<file path="config.mk">
export PLATFORM = sky130hd
export DESIGN_NAME = instr_fetch_unit
export DESIGN_NICKNAME = d
export VERILOG_FILES = /design/src/rtl/instr_fetch_unit.sv
export SDC_FILE = /design/constraint.sdc
export NUM_CORES = 1
export LEC_CHECK = 0
export ABC_AREA = 1
export ABC_CLOCK_PERIOD_IN_PS = 1350
export CAP_MARGIN = 20
export CORE_MARGIN = 5
export CORE_UTILIZATION = 41
export DETAILED_ROUTE_END_ITERATION = 8
export PLACE_DENSITY_LB_ADDON = 0.3
export RECOVER_POWER = 50
export SLEW_MARGIN = 20
export SYNTH_ARGS = -nofsm -noshare
export SYNTH_HDL_FRONTEND = slang
export SYNTH_SLANG_ARGS = --single-unit
</file>
<file path="constraint.sdc">
create_clock -name clock -period 1.35 [get_ports clock]
set_input_delay 0.135 -clock clock [delete_from_list [all_inputs] [get_ports clock]]
set_output_delay 0.135 -clock clock [all_outputs]
set_load 0.005 [all_outputs]
</file>
<file path="src/rtl/instr_fetch_unit.sv">
// Fetch stage: takes a PC over valid/ready, issues one instruction-memory request at a time,
// and presents the returned word (tagged with its PC) through a one-entry output buffer.
module instr_fetch_unit #(
   parameter bit          ALIGN_CHECK = 1'b1,
   parameter logic [31:0] FAULT_WORD  = 32'h0000_0000
) (
   input  logic        clock,
   input  logic        reset,
   input  logic [31:0] pc_in,
   input  logic        pc_valid,
   output logic        pc_ready,
   input  logic        flush,
   output logic        imem_req_valid,
   output logic [31:0] imem_req_addr,
   input  logic        imem_req_ready,
   input  logic        imem_resp_valid,
   input  logic [31:0] imem_resp_data,
   output logic        inst_valid,
   output logic [31:0] inst_data,
   output logic [31:0] inst_pc,
   output logic        inst_fault,
   input  logic        inst_ready,
   output logic [31:0] fetch_count
);

   typedef enum logic [2:0] {
      StIdle,
      StReq,
      StWait,
      StHold,
      StDrain
   } state_t;

   state_t      state;
   logic [31:0] addr;
   logic        accept;
   logic        misaligned;
   logic        deliver;

   always_comb begin
      pc_ready       = !reset && !flush &&
                       ((state == StIdle) || ((state == StHold) && inst_ready));
      accept         = pc_valid && pc_ready;
      misaligned     = ALIGN_CHECK && (pc_in[1:0] != 2'b00);
      deliver        = (state == StHold) && inst_ready && !flush;
      imem_req_valid = (state == StReq);
      imem_req_addr  = addr;
      inst_valid     = (state == StHold);
   end

   always_ff @(posedge clock) begin
      if (reset) begin
         state       <= StIdle;
         addr        <= '0;
         inst_data   <= '0;
         inst_pc     <= '0;
         inst_fault  <= 1'b0;
         fetch_count <= '0;
      end else begin
         unique case (state)
            StIdle: state <= StIdle;
            StReq: begin
               if (flush) begin
                  state <= StIdle;
               end else if (imem_req_ready) begin
                  state <= StWait;
               end
            end
            StWait: begin
               if (imem_resp_valid) begin
                  // A response landing with a flush is stale and must not reach decode.
                  if (flush) begin
                     state <= StIdle;
                  end else begin
                     state      <= StHold;
                     inst_data  <= imem_resp_data;
                     inst_pc    <= addr;
                     inst_fault <= 1'b0;
                  end
               end else if (flush) begin
                  state <= StDrain;
               end
            end
            StDrain: begin
               if (imem_resp_valid) begin
                  state <= StIdle;
               end
            end
            StHold: begin
               if (flush || inst_ready) begin
                  state <= StIdle;
               end
            end
            default: state <= StIdle;
         endcase

         // A new accept overrides the case above, giving back-to-back issue out of HOLD.
         if (accept) begin
            if (misaligned) begin
               state      <= StHold;
               inst_fault <= 1'b1;
               inst_data  <= FAULT_WORD;
               inst_pc    <= pc_in;
            end else begin
               state <= StReq;
               addr  <= {pc_in[31:2], 2'b00};
            end
         end

         if (deliver) begin
            fetch_count <= fetch_count + 32'd1;
         end
      end
   end

endmodule

</file>
==> results of run 1 <==
stage by stage:
stage / setup WS [ns] / hold WS, ns
floorplan: 0.008206 / 0.2699
global placement: -0.4502 / 0.4530
detailed placement: -0.4748 / 0.4659
CTS: -0.1179 / 0.1857
global route: -0.3519 / 0.2252
finish: -0.2884 / 0.2225
worst max-delay path by stage:
stage | end | slack (ns) | depth (start not counted)
3_3_place_gp | pc_ready | -0.45 | 6
5_1_grt | fetch_count[5] | -0.35 | 8
3_5_place_dp | inst_pc[23] | -0.47 | 8
4_1_cts | imem_req_addr[17] | -0.12 | 10
6_report | inst_pc[25] | -0.29 | 9
2_1_floorplan | fetch_count[27] | 0.008 | 8
worst reg2reg max path: cells and delay by family, from the launching register on:
kind | cells | cell delay [ns]
simple gates | 6 | 0.68
flops | 1 | 0.42
buf+inv | 3 | 0.44
cells in the mapped netlist:
| master | count |
|---|---|
| nor2_1 | 194 |
| nand4_2 | 2 |
| o211ai_1 | 1 |
| and3_1 | 1 |
| nand3_4 | 1 |
| a211oi_1 | 1 |
| nand2_1 | 222 |
| nor3_2 | 1 |
| nor2_2 | 2 |
| nor3b_1 | 1 |
| o21ai_0 | 15 |
| inv_2 | 1 |
| a21oi_1 | 44 |
| buf_4 | 6 |
| ha_1 | 1 |
| nand3_1 | 51 |
| nor3_4 | 1 |
| or2_2 | 2 |
| buf_2 | 16 |
| dfxtp_1 | 130 |
| buf_1 | 2 |
| nor4_1 | 1 |
| nand2_2 | 5 |
| nand3b_1 | 1 |
| inv_1 | 55 |
| nor2_4 | 3 |
| xnor2_1 | 2 |
| conb_1 | 1 |
| nor3_1 | 40 |
| clkbuf_1 | 18 |
| xor2_1 | 4 |
| nand4_1 | 11 |
metal layers:
layer  up-vias  track usage
met3        98      0.07651
met1      3381       0.2866
li1       3308            -
met4         0       0.1205
met2       436       0.4336
met5         -            0
registers in the layout (all words and copies together), names as in the netlist:
name and count:
inst_fault 1, inst_pc 32, fetch_count 32, imem_req_addr 30, state 3, inst_data 32
area by class of cell:
class / instances / area share
well taps: 180 / 0.02065
diodes: 1 / 0.0002295
multi-input cells: 610 / 0.3347
clock buffers: 18 / 0.03936
inverters: 56 / 0.02111
clock inverters: 14 / 0.01446
flip-flops and latches: 130 / 0.2465
repair buffers: 347 / 0.3230
report_power, final:
group	leakage, nW	switching [mW]	total, mW	internal [mW]
sequential	1.08	0.0740	3.99	3.91
combinational	3.84	0.561	1.17	0.605
clock	0.277	1.90	4.64	2.74
total	5.19	2.53	9.80	7.26
cells by family after synthesis:
family	count (synthesis)	synth area share
other	1	0.0006621
adders and majority gates	1	0.002209
xor gates and xnor gates	6	0.009278
buffers and inverters	98	0.07245
and+or+nand+nor	539	0.4012
AOI/OAI and AO/OA	61	0.05478
DFF	130	0.4595
timing repair:
action	4_1_cts	5_1_grt
setup buffers	24	25
endpoints found under the setup margin	250	132
resized for setup	331	194
gates cloned	12	8
pin swaps	29	69
==> results.cfg, run 1 <==
[global_route]
grt_overflow = 0
grt_pass1_wl_um = 33000
grt.total_usage = 0.2528
grt_max_degree = 51
antenna_found_initial = 1
grt_pass1_vias = 6713

[timing]
setup_viol = 132
fin_crit_sh = 1.214
clock.fmax_ghz = 0.6103
fin_worst_skew_ns = 0.005756
slew_violations = 0
fin_tns_setup_ns = -20.45
fin_ws_ns = -0.2884
hold_violations = 0
finalCriticalPeriod_ns = 1.638
rsz0062_at_grt = yes

[hold_path]
holdPathEnd = fetch_count[19]
holdPathStages = 3
holdCritStartpoint = reset
hp-class = in2reg

[critical_path]
critical_path_class = reg2reg
slowest_delay_ns = 0.42
worstReg2RegEnd = inst_pc[25]
reg2reg_from = state[1]
critical_path.max_fanout = 5
cpLargestDelayFamily = simple AND/OR/NAND/NOR gates
crit_chain = nand4_4 -> nand2_4 -> buf_6 -> nand4_4 -> buf_6 -> buf_16 -> nand3_2 -> nand2_1 -> nor2_1
critPathCaptureType = flop
cp_num_buf_inv = 3
start_kind = flop
crit_arrival_ns = 1.97
worstPathRequired_ns = 1.68
critical_path.startpoint = state[1]
rrSetupSlack_ns = -0.29
rr_worst_depth = 9
cp_slowest_cell = dfxtp_4

[synth]
synth_top_area_cell = dfxtp_1
synthTopCellsByArea = dfxtp_1, nand2_1, nor2_1, nand3_1, a21oi_1
ys_types = 32
syn-instance-count = 836
synth_area_per_cell_um2 = 6.775
syn_area_um2 = 5664
synth.top_cell.area_share = 0.4595
synth-seq-cells = 130
synth_seq_area_share = 0.4595
ys_warn_count = 0

[clock_tree]
clk_latency_ns = 0.42
hold_buffers = 0
clock_sinks = 130
cts_root_buffer = clkbuf_16
cts_buffers = 17
path_clk_slew_ns = 0.06
cts_max_level = 4
cts_buffer_depth = 2
tritoncts = done

[final_layout]
syn2layout_area_growth_pct = 92.51
layoutNonFillerInstCount = 1356
nFillCells = 867
final_cell_mix = nand2_1, dlygate4sd2_1, nor2_1
layout.nets = 1234
multi_input_area_um2 = 3650
layout_commonest_cell = nand2_1
utilization = 0.7948
drive_gt1_frac = 0.3889
final_area_um2 = 10900
seqCellArea_um2 = 2688

[drt]
route.met3.wl_um = 2284
routedWlPerCell_um = 18.09
via_per_inst = 5.327
drtPass1Iterations = 6
drt-initial-drc-count = 587
vias = 7223
highest_layer = met4
ant_nets = 0
wl_met2_um = 12240
routed_wl_um = 24530
wl_met1_um = 8967
drc_errors = 0

[floorplan]
core-area_um2 = 13720
die_w_um = 127.5
num_rows = 43
fp.dieH_um = 127.5
io_pins = 203
start_util = 0.4129
design.die.area_um2 = 16270

[run_status]
violations = negative setup slack
status = finished, violations left

[placement]
dp.final_hpwl_um = 12550
placement.io_buffers = 200
place_inst = 1260
gp_congestion = 0.8512
placed_area_um2 = 8456

[pwr]
p_per_area_nw_per_um2 = 898.3
leakagePower_nw = 5.194
total_power_mw = 9.795
ir_drop_mv = 0.7355

[job]
cap_violations = 0
No activity file was read; power rests on OpenSTA's default activity.
==> run 2: changes to the inputs <==
Settings changed: CAP_MARGIN 20 to default.
==> results of run 2 <==
No change in the layout: final DEF, timing and power equal those of run 1.
